**src/rtl/button_conditioner.sv**
```systemverilog
// rtl/button_conditioner.sv - push-button synchronizer, debouncer and press/release/repeat strobe generator
//
// Each button gets an independent channel: a 2-FF synchronizer feeding a
// four-state debounce FSM that emits one-cycle press/release strobes and,
// optionally, auto-repeat strobes while the button stays held.
//
// Ports:
//   CLK          system clock
//   CPU_RESETN   asynchronous active-low reset
//   BTN_IN       raw button levels, 1 = pressed (bit 0=C, 1=L, 2=R, 3=U, 4=D)
//   BTN_LEVEL    debounced level per button
//   BTN_PRESS    one-cycle strobe on accepted press
//   BTN_RELEASE  one-cycle strobe on accepted release
//   BTN_REPEAT   one-cycle auto-repeat strobe while held
//   ANY_PRESS    OR of BTN_PRESS

module button_conditioner #(
    parameter int N_BTN           = 5,
    parameter int DEBOUNCE_CYCLES = 1000000,
    parameter int REPEAT_EN       = 1,
    parameter int REPEAT_DELAY    = 50000000,
    parameter int REPEAT_RATE     = 10000000
) (
    input  logic             CLK,
    input  logic             CPU_RESETN,
    input  logic [N_BTN-1:0] BTN_IN,
    output logic [N_BTN-1:0] BTN_LEVEL,
    output logic [N_BTN-1:0] BTN_PRESS,
    output logic [N_BTN-1:0] BTN_RELEASE,
    output logic [N_BTN-1:0] BTN_REPEAT,
    output logic             ANY_PRESS
);

    localparam int CW   = $clog2(DEBOUNCE_CYCLES);
    localparam int RMAX = (REPEAT_DELAY > REPEAT_RATE) ? REPEAT_DELAY : REPEAT_RATE;
    localparam int RW   = $clog2(RMAX);

    localparam logic [CW-1:0] DB_LAST    = CW'(DEBOUNCE_CYCLES - 1);
    localparam logic [RW-1:0] DELAY_LAST = RW'(REPEAT_DELAY - 1);
    localparam logic [RW-1:0] RATE_LAST  = RW'(REPEAT_RATE - 1);

    localparam logic [1:0] IDLE        = 2'd0;
    localparam logic [1:0] ARM_PRESS   = 2'd1;
    localparam logic [1:0] HELD        = 2'd2;
    localparam logic [1:0] ARM_RELEASE = 2'd3;

    for (genvar g = 0; g < N_BTN; g++) begin : g_ch
        logic          s1_q, s2_q;
        logic [1:0]    state_q, state_d;
        logic [CW-1:0] cnt_q, cnt_d;
        logic [RW-1:0] rcnt_q, rcnt_d;
        // 0 = waiting for the first repeat (DELAY), 1 = steady repeats (RATE)
        logic          phase_q, phase_d;
        logic          level_q, level_d;
        logic          press_q, press_d;
        logic          release_q, release_d;
        logic          repeat_q, repeat_d;

        always_comb begin
            state_d   = state_q;
            cnt_d     = cnt_q;
            rcnt_d    = rcnt_q;
            phase_d   = phase_q;
            press_d   = 1'b0;
            release_d = 1'b0;
            repeat_d  = 1'b0;
            case (state_q)
                IDLE: begin
                    if (s2_q) begin
                        state_d = ARM_PRESS;
                        cnt_d   = '0;
                    end
                end
                ARM_PRESS: begin
                    if (!s2_q) begin
                        state_d = IDLE;
                    end else if (cnt_q == DB_LAST) begin
                        state_d = HELD;
                        press_d = 1'b1;
                        cnt_d   = '0;
                        rcnt_d  = '0;
                        phase_d = 1'b0;
                    end else begin
                        cnt_d = cnt_q + 1'b1;
                    end
                end
                HELD: begin
                    if (!s2_q) begin
                        state_d = ARM_RELEASE;
                        cnt_d   = '0;
                    end else if (REPEAT_EN != 0) begin
                        if (rcnt_q == (phase_q ? RATE_LAST : DELAY_LAST)) begin
                            repeat_d = 1'b1;
                            rcnt_d   = '0;
                            phase_d  = 1'b1;
                        end else begin
                            rcnt_d = rcnt_q + 1'b1;
                        end
                    end
                end
                ARM_RELEASE: begin
                    // rcnt is left untouched here so a bounce resumes the repeat timing
                    if (s2_q) begin
                        state_d = HELD;
                    end else if (cnt_q == DB_LAST) begin
                        state_d   = IDLE;
                        release_d = 1'b1;
                        cnt_d     = '0;
                    end else begin
                        cnt_d = cnt_q + 1'b1;
                    end
                end
                default: state_d = IDLE;
            endcase
            level_d = (state_d == HELD) || (state_d == ARM_RELEASE);
        end

        always_ff @(posedge CLK or negedge CPU_RESETN) begin
            if (!CPU_RESETN) begin
                s1_q      <= 1'b0;
                s2_q      <= 1'b0;
                state_q   <= IDLE;
                cnt_q     <= '0;
                rcnt_q    <= '0;
                phase_q   <= 1'b0;
                level_q   <= 1'b0;
                press_q   <= 1'b0;
                release_q <= 1'b0;
                repeat_q  <= 1'b0;
            end else begin
                s1_q      <= BTN_IN[g];
                s2_q      <= s1_q;
                state_q   <= state_d;
                cnt_q     <= cnt_d;
                rcnt_q    <= rcnt_d;
                phase_q   <= phase_d;
                level_q   <= level_d;
                press_q   <= press_d;
                release_q <= release_d;
                repeat_q  <= repeat_d;
            end
        end

        assign BTN_LEVEL[g]   = level_q;
        assign BTN_PRESS[g]   = press_q;
        assign BTN_RELEASE[g] = release_q;
        assign BTN_REPEAT[g]  = repeat_q;
    end

    assign ANY_PRESS = |BTN_PRESS;

endmodule

```
**config.mk**
```make
export PLATFORM = sky130hd
export DESIGN_NAME = button_conditioner
export DESIGN_NICKNAME = d
export VERILOG_FILES = /design/src/rtl/button_conditioner.sv
export SDC_FILE = /design/constraint.sdc
export NUM_CORES = 1
export LEC_CHECK = 0
export BUFFER_PORTS_ARGS = -buffer_cell sky130_fd_sc_hd__buf_2
export CORE_MARGIN = 2
export CORE_UTILIZATION = 40
export CTS_BUF_LIST = sky130_fd_sc_hd__clkbuf_4 sky130_fd_sc_hd__clkbuf_8
export DETAILED_ROUTE_END_ITERATION = 12
export MAX_ROUTING_LAYER = met4
export PLACE_DENSITY = 0.6
export SLEW_MARGIN = 20
export SYNTH_ARGS = -nofsm -noshare
export SYNTH_HDL_FRONTEND = slang
export SYNTH_SLANG_ARGS = --single-unit
```
**constraint.sdc**
```tcl
create_clock -name CLK -period 2.2 [get_ports CLK]
set_input_delay 0.33 -clock CLK [delete_from_list [all_inputs] [get_ports CLK]]
set_output_delay 0.33 -clock CLK [all_outputs]
set_load 0.1 [all_outputs]
```
# Word-level counts from Yosys, hierarchy flattened
# Index checks and enable logic that the tools add are counted.
[totals] regBits=275 output_inout_bits=21 elab_cells=321
[classes] n_addsub=10 eq_ne=70 muxes=160 n_reduce_logical=31
[ops] cell="2-to-1 mux 26 bit" n=25
[ops] cell="2-to-1 mux 20 bit" n=25
[ops] cell="case mux 20 bit (4 select lines)" n=5
[ops] cell="case mux 26 bit (2 select lines)" n=5
[ops] cell="adder 26 x 1 -> 26 bit, second input constant" n=5
[ops] cell="== test 26 bit" n=5
[ops] cell="adder 20 x 1 -> 20 bit, second input constant" n=5
[ops] cell="== test 20 bit, second input constant" n=5
[ops] cell="!= test 2 bit, second input constant" n=35
[ops] cell="2-to-1 mux 1 bit" n=60
[ops] cell="2-to-1 mux 2 bit" n=30
[ops] cell="== test 2 bit, second input constant" n=20
[ops] cell="case mux 2 bit (4 select lines)" n=5
[ops] cell="AND reduction 4 bit" n=10
[ops] cell="AND reduction 5 bit" n=5
[ops] cell="== test 2 x 1 -> 1 bit, second input constant" n=5
[ops] cell="zero test 2 bit" n=5
[ops] cell="case mux 1 bit (2 select lines)" n=5
[ops] cell="nonzero test 2 bit" n=5
[ops] cell="logical OR 1 bit" n=5
[ops] cell="OR reduction 5 bit" n=1

# Logic depth before layout (Yosys ltp)
[logic_depth] depth_word=6 depth_mapped=8 mapped_depth_nobuf=6

# Worst setup path after synthesis
# Ideal clock, no wire load.
[synth_timing] kind="register to register" from="reg g_ch[3].cnt_q[10]" to="reg g_ch[3].rcnt_q[21]" arrival_ns=2.246 t_required_ns=2.122 slack_ns=-0.124 stages_incl_launch_ff=8 path_buffers=2 path_cell_list="dfrtp_1 -> buf_2 -> or4b_4 -> nor4_4 -> a32oi_1 -> buf_2 -> or4_1 -> a21oi_1"
[synth_between] elab_chain_len=3
[synth_rtl] item="start: declaration" line="50" text="logic [CW-1:0] cnt_q, cnt_d;"
[synth_rtl] item="start signal: assignment" line="134" text="cnt_q <= cnt_d;"
[synth_rtl] item="== test 20 bit" line="77" text="end else if (cnt_q == DB_LAST) begin"
[synth_rtl] item="!= test 2 bit (no line)"
[synth_rtl] item="AND reduction 4 bit (no line)"
[synth_rtl] item="end signal: assignment" line="135" text="rcnt_q <= rcnt_d;"
[synth_rtl] item="end: declaration" line="51" text="logic [RW-1:0] rcnt_q, rcnt_d;"
# Every way passes these cells.
# A chain may end at the register's enable or synchronous reset.

# Final worst setup path
[layout_timing] from="reg g_ch[2].cnt_q[11]" to="reg g_ch[2].rcnt_q[16]"
[layout_between] elab_chain_len=3
[layout_rtl] item="start: declaration" line="50"
[layout_rtl] item="start signal: assignment" line="134"
[layout_rtl] item="== test 20 bit" line="77"
[layout_rtl] item="!= test 2 bit (no line)"
[layout_rtl] item="AND reduction 4 bit (no line)"
[layout_rtl] item="end signal: assignment" line="135"
[layout_rtl] item="end: declaration" line="51"
# Every way passes these cells.

==> implementation parameters <==
Parameter                              Value

Power
  Switching share of power ... 23.63%
  Flop pwr share ... 48.2%
  Comb pwr share ... 4.0%
  Worst ir drop on vdd ... 428.4 uV
  Share of total power in the clock network ... 47.9%
  Total power density per cell area ... 554.8 nW/um^2
  Lkg Pwr ... 0.007971 uW
  Power spent charging and discharging nets ... 2551 uW
  Design internal power ... 8244 uW

Cells and area
  Register with the most flip-flops ... g_ch.rcnt_q
  Fraction of final layout cells with drive strength greater than 1 ... 28.74%
  Nets ... 1,881
  Leading registers by flop count ... g_ch.rcnt_q: 130 flops, g_ch.cnt_q: 100 flops, g_ch.state_q: 10 flops
  Layout filler cell count ... 3,312
  Number of flip-flops under the largest register name ... 130
  Non-filler cells in the finished layout ... 2,368
  Ant. Diodes ... 0
  Layout overhead on the synthesized area ... 30.02%
  Core occupancy in the finished layout ... 53.02%

STA
  Clock period minus worst slack ... 2.264 ns
  Measured slew at the worst slew-check pin ... 0.6870 ns
  Highest clock rate ... 0.4417 GHz
  Worst-case setup margin in the final layout ... -0.06395 ns
  Final critical-path share of the clock period ... 102.9%
  Max Transition Viols Final ... 0
  Final hold violations ... 0
  Setup Viol. Count Final ... 35
  Worst clock skew on the final layout ... 0.03173 ns
  Slew HR ... 53.55%
  Setup repair after global routing missed its margin ... yes

Route
  Drt first-iter violations ... 775
  DR DRC count ... 0
  Ratio of routed vias to standard cells ... 5.773
  Pre-antenna DRT Iters ... 5
  Vias ... 13,670
  Remaining antenna violation count ... 0
  Wire length per cell ... 16.73 um
  Wirelength, routed ... 39,620 um

Placement
  IO buf count ... 27
  Detailed placement HPWL ... 25,030 um
  Worst-case setup slack after placement ... -0.06354 ns
  Final Wtd Congestion ... 0.8675
  Placed Instances ... 2,240

Synthesis
  Net Count, Synth ... 1,656
  Post-Syn Area ... 14,970 um^2
  Library cell occupying the most area in the post-synthesis netlist ... dfrtp_1
  Seq cells post-synth ... 275
  Total of warnings raised by yosys ... 0
  Count of distinct cell types in the synthesized netlist ... 66
  Top FF cell, synth ... dfrtp_1
  EDFF count, synth ... 0
  Part of the Yosys area used for sequential elements ... 45.98%
  Top-area cell type share of the netlist area ... 45.98%
  Average size of a mapped cell ... 9.131 um^2
  Leading cell types by total area after synthesis ... dfrtp_1 46%, a21oi_1 4.3%, nand2_1 3.5%, or4_1 3.4%, o21ai_0 3.3%
  Synth async-reset ratio ... 100.0%
  Cell count after synthesis ... 1,639

Worst setup path
  Slowest cell delay on critical path ... 0.58 ns
  Critical Path, Cell by Cell ... or4b_4 -> nor4_4 -> a21boi_2 -> buf_4 -> clkbuf_16 -> or3_1 -> a21oi_1
  WP data required ... 2.75 ns
  Data arrival, critical path ... 2.82 ns
  Worst setup EP type ... register
  Kind of critical path ... register to register
  Crit-path slowest cell ... or4b_4
  Startpoint types ... register
  Biggest fanout along the worst timing path ... 8

Floorplan
  Top-Level Pins ... 28
  Die height ... 197.4 um
  Horizontal die dimension ... 197.4 um
  Initial Utilization ... 40.78%
  Full die area ... 38,980 um^2
  FP Rows ... 70
  Area of the core ... 36,700 um^2

Clock tree
  Num Clock Sinks ... 275
  Clock-pin slew of the registers on the worst-case setup and hold paths ... 0.06 ns
  # H-tree levels ... 2
  Longest Clk Path Bufs ... 3
  Number of CTS-inserted buffers ... 51
  Root Buffer ... clkbuf_8
  TritonCTS clock tree ... built
  Clk_lat worst skew ... 0.63 ns

Global routing
  Antenna violations before repair ... 0
  First-pass GRT wire length ... 63,050 um
  Total congestion overflow after global routing ... 0
  Via count of the first global-routing pass ... 12,950
  Overall routing resource usage ... 19.98%
  Maximum number of pins on one net before global-route repair ... 57

Outcome
  Result of the run ... finished, violations left
  Failing checks ... negative setup slack

Job
  Max_cap viols ... 0

Worst hold path
  Path category of the worst min-delay check ... primary input to asynchronous set/reset pin
[cells in the mapped netlist, types with 11 or more instances]
master and n:
xor2_1 30, o21ai_0 99, or4_1 68, a22o_1 14
nor2_1 114, nand4_1 63, and4_1 11, clkbuf_1 58
or3_1 64, nand3_1 92, buf_4 20, o31ai_1 63
nor3_1 44, inv_1 35, nor4_1 36, nor4b_1 15
and2_1 11, a21oi_1 129, nand2b_1 13, dfrtp_1 275
and3_1 35, nand2_1 141, xnor2_1 36
[critical path, delay by kind of cell (launching register included)]
kind | cells | cell delay, ns
AND/OR/NAND/NOR | 3 | 1.25
AO/OA/AOI/OAI | 2 | 0.26
buffers and inverters | 2 | 0.31
flip-flops | 1 | 0.37
[metrics by stage]
| step | cell area [um^2] | setup TNS [ns] | power, uW | hold slack, ns |
|---|---|---|---|---|
| after floorplan | 15040 | 0 | 5445 | 0.03441 |
| final | 19460 | -0.6828 | 10800 | 0.1988 |
| after global placement | 16950 | -1.698 | 5690 | 0.2807 |
| after global routing | 19460 | -9.542 | 11280 | 0.2068 |
| after CTS | 18270 | -0.007632 | 10960 | 0.1886 |
| after detailed placement | 16950 | -1.947 | 5698 | 0.2818 |
[cells in the final DEF, fill, tap and decap left out, types with 13 or more instances in the layout]
master,n
o21ai_0,93
a21oi_2,59
clkbuf_4,18
o31ai_1,38
or3_1,50
a21oi_1,70
buf_6,15
buf_2,25
nand4_1,63
or4_1,36
o31ai_2,16
or3_4,14
nand2b_1,13
xnor2_1,36
nand3_1,88
nor3_1,40
inv_1,35
xor2_1,30
buf_4,191
and3_1,35
dfrtp_1,274
or4_4,32
nor2_1,112
nor4_1,29
nor4b_1,14
clkbuf_8,62
nand2_1,140
a22o_1,14
[what timing repair did]
item	in CTS	in global routing
pin swaps	4	107
hold buffers	6	0
resized for setup	23	190
hold endpoints to repair	50	0
setup buffers	5	12
cloned	2	15
endpoints found under the setup margin	68	138
[area by class of cell]
class	count	area (um^2)	area share (%)
Timing Repair Buffer	260	2303	11.84
Tap cell	468	585.6	3.009
Clock buffer	80	988.4	5.080
Inverter	35	131.4	0.6752
Sequential cell	275	6883	35.37
Clock inverter	9	76.32	0.3922
Multi-Input combinational cell	1241	8491	43.63
[power by group through the flow]
stage | logic, uW | clock network (uW) | registers, uW
finish | 428 | 5170 | 5200
global route | 490 | 5580 | 5210
CTS | 431 | 5340 | 5200
detailed placement | 418 | 0 | 5280
global placement | 412 | 0 | 5280
floorplan | 176 | 0 | 5270
[path summary, 6_finish.rpt]
path                                                from                        endpoint  slack (ns)  depth (start not counted)
setup / recovery           g_ch[2].cnt_q[11]$_DFFE_PN0P_  g_ch[2].rcnt_q[16]$_DFFE_PN0P_       -0.06                          7
hold / removal                                CPU_RESETN   g_ch[2].rcnt_q[8]$_DFFE_PN0P_        0.20                          2
setup reg to reg           g_ch[2].cnt_q[11]$_DFFE_PN0P_  g_ch[2].rcnt_q[16]$_DFFE_PN0P_       -0.06                          7
hold reg to reg                   g_ch[3].s1_q$_DFF_PN0_          g_ch[3].s2_q$_DFF_PN0_        0.35                          0
max in group asynchronous                     CPU_RESETN          g_ch[1].s2_q$_DFF_PN0_        1.24                          3
min in group CLK                               BTN_IN[2]          g_ch[2].s1_q$_DFF_PN0_        0.34                          2
[cell families (layout without fill, tap and decap cells)]
logic type | Yosys count | after routing | synth area share, %
flops | 275 | 275 | 45.98
mux | 16 | 16 | 1.137
fa+ha+maj | 10 | 10 | 0.8361
simple gates | 774 | 774 | 29.21
buf+inv | 123 | 384 | 3.654
xor+xnor | 66 | 66 | 3.863
compound gates | 375 | 375 | 15.32
[routing by layer]
layer  up-vias  track usage (%)  wire length [um]
li1       6636                -                 -
met1      6731            26.12             18240
met2       244            31.92             19070
met3        60            3.739              1591
met4         0            5.347               713
met5         -                -                 0
No activity file was read; power rests on OpenSTA's default activity.
